**src/rtl/mem_arb_pkg.sv**
```systemverilog
// Shared constants and encodings for the memory port arbiter.
// Size codes follow the RISC-V load/store func3 field.
package mem_arb_pkg;

    localparam logic [2:0] F3_B  = 3'd0;
    localparam logic [2:0] F3_H  = 3'd1;
    localparam logic [2:0] F3_W  = 3'd2;
    localparam logic [2:0] F3_BU = 3'd4;
    localparam logic [2:0] F3_HU = 3'd5;

    typedef enum logic {
        ST_IDLE = 1'b0,
        ST_WAIT = 1'b1
    } state_t;

    typedef enum logic {
        OWN_IF = 1'b0,
        OWN_LS = 1'b1
    } owner_t;

endpackage

```
**src/rtl/mem_req_check.sv**
```systemverilog
// Legality check for one memory request: range, size code and
// natural alignment. Purely combinational.
module mem_req_check
    import mem_arb_pkg::*;
#(
    parameter int unsigned MEM_SIZE = 65536
) (
    input  logic [31:0] i_addr,
    input  logic [2:0]  i_func3,
    input  logic        i_write,
    input  logic        i_is_fetch,
    output logic        o_legal
);

    localparam logic [32:0] LP_LIMIT = 33'(MEM_SIZE);

    logic w_in_range;
    logic w_size_ok;
    logic w_align_ok;

    assign w_in_range = {1'b0, i_addr} < LP_LIMIT;

    // Size code and alignment rules; stores may not use BU/HU.
    always_comb begin
        w_size_ok  = 1'b0;
        w_align_ok = 1'b0;
        if (i_is_fetch) begin
            w_size_ok  = 1'b1;
            w_align_ok = (i_addr[1:0] == 2'b00);
        end else begin
            case (i_func3)
                F3_B, F3_BU: begin
                    w_size_ok  = (i_func3 == F3_B) || !i_write;
                    w_align_ok = 1'b1;
                end
                F3_H, F3_HU: begin
                    w_size_ok  = (i_func3 == F3_H) || !i_write;
                    w_align_ok = !i_addr[0];
                end
                F3_W: begin
                    w_size_ok  = 1'b1;
                    w_align_ok = (i_addr[1:0] == 2'b00);
                end
                default: begin
                    w_size_ok  = 1'b0;
                    w_align_ok = 1'b0;
                end
            endcase
        end
    end

    assign o_legal = w_in_range & w_size_ok & w_align_ok;

endmodule

```
**src/rtl/mem_port_arbiter.sv**
```systemverilog
// Round-robin share of the single-port memory between fetch and
// load/store, with one-cycle read sequencing and request checking.
module mem_port_arbiter
    import mem_arb_pkg::*;
#(
    parameter int unsigned MEM_SIZE = 65536
) (
    input  logic        clock,
    input  logic        reset,
    input  logic        if_req_valid,
    output logic        if_req_ready,
    input  logic [31:0] if_req_addr,
    output logic        if_rsp_valid,
    output logic [31:0] if_rsp_data,
    output logic        if_rsp_err,
    input  logic        ls_req_valid,
    output logic        ls_req_ready,
    input  logic [31:0] ls_req_addr,
    input  logic [2:0]  ls_req_func3,
    input  logic        ls_req_write,
    input  logic [31:0] ls_req_wdata,
    output logic        ls_rsp_valid,
    output logic [31:0] ls_rsp_data,
    output logic        ls_rsp_err,
    output logic [31:0] mem_address,
    output logic [2:0]  mem_func3,
    output logic        mem_write_en,
    output logic [31:0] mem_data_in,
    input  logic [31:0] mem_data_out
);

    state_t r_state;
    owner_t r_owner;
    owner_t r_last_grant;
    logic   r_err_q;
    logic   r_store;

    logic        w_idle;
    logic        w_wait;
    logic        w_gnt_if;
    logic        w_gnt_ls;
    logic        w_grant;
    logic        w_legal;
    logic        w_write;
    logic [31:0] w_addr;
    logic [2:0]  w_func3;
    logic [31:0] w_rsp_data;

    assign w_idle = !reset && (r_state == ST_IDLE);
    assign w_wait = !reset && (r_state == ST_WAIT);

    // On contention the side that did not win last time goes first.
    assign w_gnt_ls = w_idle && ls_req_valid
                   && (!if_req_valid || r_last_grant == OWN_IF);
    assign w_gnt_if = w_idle && if_req_valid && !w_gnt_ls;
    assign w_grant  = w_gnt_if | w_gnt_ls;

    assign w_addr  = w_gnt_ls ? ls_req_addr : if_req_addr;
    assign w_func3 = w_gnt_ls ? ls_req_func3 : F3_W;
    assign w_write = w_gnt_ls & ls_req_write;

    mem_req_check #(
        .MEM_SIZE(MEM_SIZE)
    ) u_check (
        .i_addr    (w_addr),
        .i_func3   (w_func3),
        .i_write   (w_write),
        .i_is_fetch(!w_gnt_ls),
        .o_legal   (w_legal)
    );

    assign if_req_ready = w_gnt_if;
    assign ls_req_ready = w_gnt_ls;

    assign mem_address  = (w_grant && w_legal) ? w_addr : 32'h0;
    assign mem_func3    = w_func3;
    assign mem_write_en = w_write & w_legal;
    assign mem_data_in  = w_gnt_ls ? ls_req_wdata : 32'h0;

    assign w_rsp_data = (r_err_q || r_store) ? 32'h0 : mem_data_out;

    assign if_rsp_valid = w_wait && (r_owner == OWN_IF);
    assign ls_rsp_valid = w_wait && (r_owner == OWN_LS);
    assign if_rsp_err   = if_rsp_valid & r_err_q;
    assign ls_rsp_err   = ls_rsp_valid & r_err_q;
    assign if_rsp_data  = if_rsp_valid ? w_rsp_data : 32'h0;
    assign ls_rsp_data  = ls_rsp_valid ? w_rsp_data : 32'h0;

    // Grant capture in IDLE, unconditional return from WAIT.
    always_ff @(posedge clock) begin
        if (reset) begin
            r_state      <= ST_IDLE;
            r_owner      <= OWN_IF;
            r_last_grant <= OWN_IF;
            r_err_q      <= 1'b0;
            r_store      <= 1'b0;
        end else begin
            unique case (r_state)
                ST_IDLE: begin
                    if (w_grant) begin
                        r_state      <= ST_WAIT;
                        r_owner      <= w_gnt_ls ? OWN_LS : OWN_IF;
                        r_last_grant <= w_gnt_ls ? OWN_LS : OWN_IF;
                        r_err_q      <= !w_legal;
                        r_store      <= w_write;
                    end
                end
                ST_WAIT: begin
                    r_state <= ST_IDLE;
                end
            endcase
        end
    end

endmodule
```
**config.mk**
```make
export PLATFORM = sky130hd
export DESIGN_NAME = mem_port_arbiter
export DESIGN_NICKNAME = d
export VERILOG_FILES = /design/src/rtl/mem_arb_pkg.sv /design/src/rtl/mem_req_check.sv /design/src/rtl/mem_port_arbiter.sv
export SDC_FILE = /design/constraint.sdc
export NUM_CORES = 1
export LEC_CHECK = 0
export CAP_MARGIN = 5
export CORE_AREA = 4 4 103 105
export CTS_CLUSTER_DIAMETER = 60
export DETAILED_ROUTE_END_ITERATION = 7
export DIE_AREA = 0 0 107 109
export MAX_ROUTING_LAYER = met4
export PLACE_DENSITY = 0.7
export REMOVE_ABC_BUFFERS = 1
export SYNTH_ARGS = -nofsm -noshare
export SYNTH_HDL_FRONTEND = slang
export SYNTH_SLANG_ARGS = --single-unit
```
**constraint.sdc**
```tcl
create_clock -name clock -period 3.1 [get_ports clock]
set_clock_uncertainty 0.05 [all_clocks]
set_input_delay 0.62 -clock clock [delete_from_list [all_inputs] [get_ports clock]]
set_output_delay 0.62 -clock clock [all_outputs]
set_load 0.02 [all_outputs]
```
# After elaboration in Yosys (flattened, before gate mapping)
# Index checks and enable logic that the tools add are counted.
# Widths: inputs -> output; s select.
classes:
  order_cmp: 1
  n_eq_ne: 4
  muxes: 14
  n_bitwise: 9
  reduce_logical: 24
ops:
  columns: ["cell", "count"]
  rows:
  - ["$mux 32", 6]
  - ["$lt 32x17->1 const B", 1]
  - ["$logic_and 1x1->1", 9]
  - ["$and 1x1->1", 6]
  - ["$eq 3x3->1 const B", 2]
  - ["$logic_not 1->1", 6]
  - ["$pmux 1 s3", 2]
  - ["$logic_or 1x1->1", 4]
  - ["$mux 1", 4]
  - ["$reduce_or 2->1", 2]
  - ["$eq 3x1->1 const B", 1]
  - ["$eq 3x2->1 const B", 1]
  - ["$logic_not 3->1", 1]
  - ["$mux 3", 1]
  - ["$logic_not 2->1", 1]
  - ["$not 1->1", 2]
  - ["$pmux 1 s2", 1]
  - ["$reduce_and 2->1", 1]
  - ["$or 1x1->1", 1]
word_totals:
  reg_bits: 4
  output_inout_bits: 138

# Longest topological paths before layout
# Gate-level depths: netlist (run 1).
logic_depth:
  depth_word: 13
  ltp_mapped: 8
  depth_no_buf: 5

# By module
# A second synthesis (run 1) with hierarchy kept.
unflattened:
  hier_cells: 301
  hier_area_um2: 1953.1
modules_own_cells:
  columns: ["mod", "instances", "cells_each", "area_per_inst_um2"]
  rows:
  - ["mem_port_arbiter", 1, 291, 1881.8]
  - ["mem_req_check", 1, 10, 71.3]

# Least setup slack after synthesis (run 1)
# Ideal clock, no wire load.
synth_timing:
  path_type: "input -> output"
  start: "input port ls_req_addr[31]"
  end: "output port mem_address[0]"
  t_arrival_ns: 2.307
  slack_ns: 0.123
  path_stages: 5
  cell_sequence: "or4_4 nor4_2 and4_4 nor2_1 nor4b_1"
synth_via:
  elab_chain_len: 6
synth_rtl:
  columns: ["element", "line_no", "text"]
  rows:
  - ["start: declaration", "mem_port_arbiter.sv:18", "input logic [31:0] ls_req_addr,"]
  - ["$mux 32", "mem_port_arbiter.sv:58", "assign w_addr = w_gnt_ls ? ls_req_addr : if_req_addr;"]
  - ["$lt 32x17->1", "mem_req_check.sv:21", "assign w_in_range = {1'b0, i_addr} < LP_LIMIT;"]
  - ["$and 1x1->1 (2 in a row)", "mem_req_check.sv:52", "assign o_legal = w_in_range & w_size_ok & w_align_ok;"]
  - ["$logic_and 1x1->1", "mem_port_arbiter.sv:75", "assign mem_address = (w_grant && w_legal) ? w_addr : 32'h0;"]
  - ["$mux 32", "mem_port_arbiter.sv:75", null]
  - ["end: declaration", "mem_port_arbiter.sv:25", "output logic [31:0] mem_address,"]
# Every way passes these cells.

# Worst setup path after layout (run 1)
layout_timing:
  start: "input port ls_req_addr[25]"
  end: "output port mem_address[12]"
# Same word-level chain as after synthesis.

==> results.cfg, run 1 <==
[cts]
cts_buffers = 3
clock_sinks = 4
clk-insertion-delay-late_ns = 0.22
tritoncts = yes
clkSlewWorstSetupHoldPaths_ns = 0.03
clock_path_buffers = 2
ctsRootBufferMaster = clkbuf_8
h-tree-depth = 1

[placed_design]
dpl_worst_slack_ns = -0.6465
dp.cells = 600
hpwl_um = 7893
portBuffers = 257
place.gp.congestion = 0.7462

[floorplan]
die_w_um = 107
start_util_pct = 15.32
pin_count = 274
core_area_sq_mm = 0.009639
die_h_um = 109
dieArea_sq_mm = 0.01166
num_rows = 36

[power_and_ir_drop]
power.share.clock_pct = 18.3
swShare_pct = 35.37
power_frac_seq_pct = 9.6
leakagePower_nw = 2.120
p_sw_mw = 0.2154
peakVddDrop_mv = 0.08030
cellPowerDensity_mw_per_mm2 = 135.0
share_comb_of_total_power_pct = 72.1
internal_power_mw = 0.3935

[timing]
period_needed_ns = 3.061
setup_ws_ns = 0.03901
rsz0062_at_grt = true
max_freq_mhz = 326.7
post-route-period-util_pct = 98.74
hold_viol = 0
drv_slew = 0
finalSetupTns_ns = 0
setup_viol = 0

[setup_path]
path_class = input port to output port
worstPathMaxFanout = 4
cp.required_ns = 2.43
arrival_ns = 2.39
cp-end-kind = output port
startpoint_type = input port

[route]
ant_nets = 0
wl_um = 9489
drt_iter0_drc = 74
drt-pass1-iter-count = 4
top_layer_used = met4
drt-met1-wl_um = 3461
remaining_drc_errors = 0
vias_per_cell = 4.116
num_vias = 2523
wl_met3_um = 970
wl_per_cell_um = 15.48
dr_wl_met2_um = 4985

[synthesis]
ys_seq_elements = 4
synth_edf_count = 0
synth-main-ff-cell = dfxtp_1
ys_types = 29
async_flop_share_pct = 0
synth_top_family_by_area = simple AND/OR/NAND/NOR gates
synth_adder_area_share_pct = 0
synth_warnings = 0
synth-simple-area-share_pct = 62.54
syn_avg_cell_area_sq_um = 6.835
synth_seq_area_share_pct = 5.424
synth-compound-area-share_pct = 4.915
synthXorXnorAreaFrac_pct = 0
synth.area.mux_share_pct = 11.61
synth_area_sq_mm = 0.001476
netlist_instances = 216

[global_route]
antenna_found_initial = 2
grt_pass1_vias = 2593
grt_max_degree = 65
gr-total-overflow = 0
grt_usage_pct = 14.50
grt_first_pass_wirelength_um = 13050

[final_layout]
fin_cells = 613
area_delta_synth_final_pct = 205.5
fin_nets = 616
layout-drive-gt1-share_pct = 16.53

[job]
max-cap-violations = 0

[outcome]
status = complete, no violations

[min_path]
hp-class = flip-flop to flip-flop
-- registers in the layout (all words and copies together), names as in the netlist --
signal and flops:
r_err_q 1, r_last_grant 1, r_state 1, r_store 1
-- final timing paths --
path                         from         endpoint  slack, ns  depth (start not counted)
setup / recovery  ls_req_addr[25]  mem_address[12]       0.04                          8
hold / removal            r_store          r_store       0.42                          2
setup reg to reg          r_state          r_err_q       1.06                          8
hold reg to reg           r_store          r_store       0.42                          2
-- placed cells by master (no fill, tap or decap), types with 2 or more instances in the layout --
| cell | n |
|---|---|
| inv_1 | 2 |
| nor3_2 | 10 |
| and2_1 | 36 |
| clkbuf_16 | 2 |
| buf_6 | 7 |
| buf_4 | 26 |
| buf_16 | 2 |
| nor2_1 | 6 |
| o21ai_0 | 3 |
| nand2_1 | 6 |
| nor4_2 | 3 |
| a21oi_1 | 2 |
| clkdlybuf4s50_1 | 204 |
| dlymetal6s2s_1 | 7 |
| buf_12 | 4 |
| nor2_2 | 2 |
| and3_1 | 65 |
| conb_1 | 16 |
| diode_2 | 2 |
| nor3_4 | 7 |
| mux2i_1 | 15 |
| nor3_1 | 2 |
| or4_4 | 2 |
| dfxtp_1 | 4 |
| dlygate4sd2_1 | 27 |
| clkdlybuf4s15_1 | 2 |
| clkbuf_8 | 3 |
-- power by group through the flow --
stage	sequential (mW)	clock [mW]	combinational (mW)
2_1_floorplan	0.0579	0	0.145
3_3_place_gp	0.0593	0	0.428
3_5_place_dp	0.0594	0	0.433
4_1_cts	0.0587	0.114	0.433
5_1_grt	0.0592	0.118	0.467
6_report	0.0585	0.111	0.439
-- worst max-delay path, cell delays in order --
cell	delay, ns
dlygate4sd2_1	0.23
or4_4	0.53
nor3_2	0.12
and4_4	0.27
o2bb2ai_4	0.12
clkbuf_16	0.18
nor3_4	0.18
buf_6	0.14
-- metrics by stage --
step	hold slack (ns)	area (sq um)	utilization (%)	power (mW)
floorplan	0.3807	1315	-	0.2034
global placement	0.4054	4215	43.73	0.4868
detailed placement	0.4114	4215	43.73	0.4920
CTS	0.4155	4358	45.21	0.6061
global route	0.4599	4511	46.79	0.6436
finish	0.4193	4511	46.79	0.6089
-- synthesized netlist by cell type, types with 3 or more instances --
cell | n | area share [%]
mux2i_1 | 16 | 11
and3_1 | 66 | 28
buf_2 | 3 | 1.0
dfxtp_1 | 4 | 5.4
clkbuf_1 | 17 | 4.3
and2_1 | 36 | 15
buf_4 | 17 | 8.6
nor3_2 | 10 | 6.8
nand2_1 | 7 | 1.8
nor3_1 | 9 | 3.1
o21ai_0 | 3 | 1.0
nor2_1 | 8 | 2.0
-- layout make-up --
| cell class | instances | area (sq um) |
|---|---|---|
| well taps | 133 | 166.4 |
| diodes | 2 | 5.005 |
| inverters | 2 | 7.507 |
| multi-input cells | 187 | 1360 |
| flip-flops and latches | 4 | 80.08 |
| repair buffers | 282 | 2850 |
| clock buffers | 3 | 41.29 |
| fillers | 947 | 5129 |
-- metal layers --
metal  GRT usage (%)  vias up
met5               -        -
met4           3.105        0
met3           3.612        5
met2           27.79      161
met1           14.96     1098
li1                -     1259
-- cell families (layout without fill, tap and decap cells) --
kind of cell,count (synthesis),count (layout)
AND/OR/NAND/NOR,146,146
buffers and inverters,40,287
multiplexers,17,17
AO/OA/AOI/OAI,8,8
flip-flops,4,4
other,1,18
-- repair_timing --
action                                  4_1_cts  5_1_grt
endpoints found under the setup margin       57       30
gates resized for setup                     140       32
hold buffers                                  0        0
pin swaps                                    18       11
buffers inserted                              4        1
gates cloned                                  2        1
Power figures use the tool's default switching activity.
==> run 2, diff against run 1 <==
Settings changed: CTS_CLUSTER_SIZE set to 30.
==> results of run 2 <==
The final DEF is identical to that of run 1; final timing and power are the same.
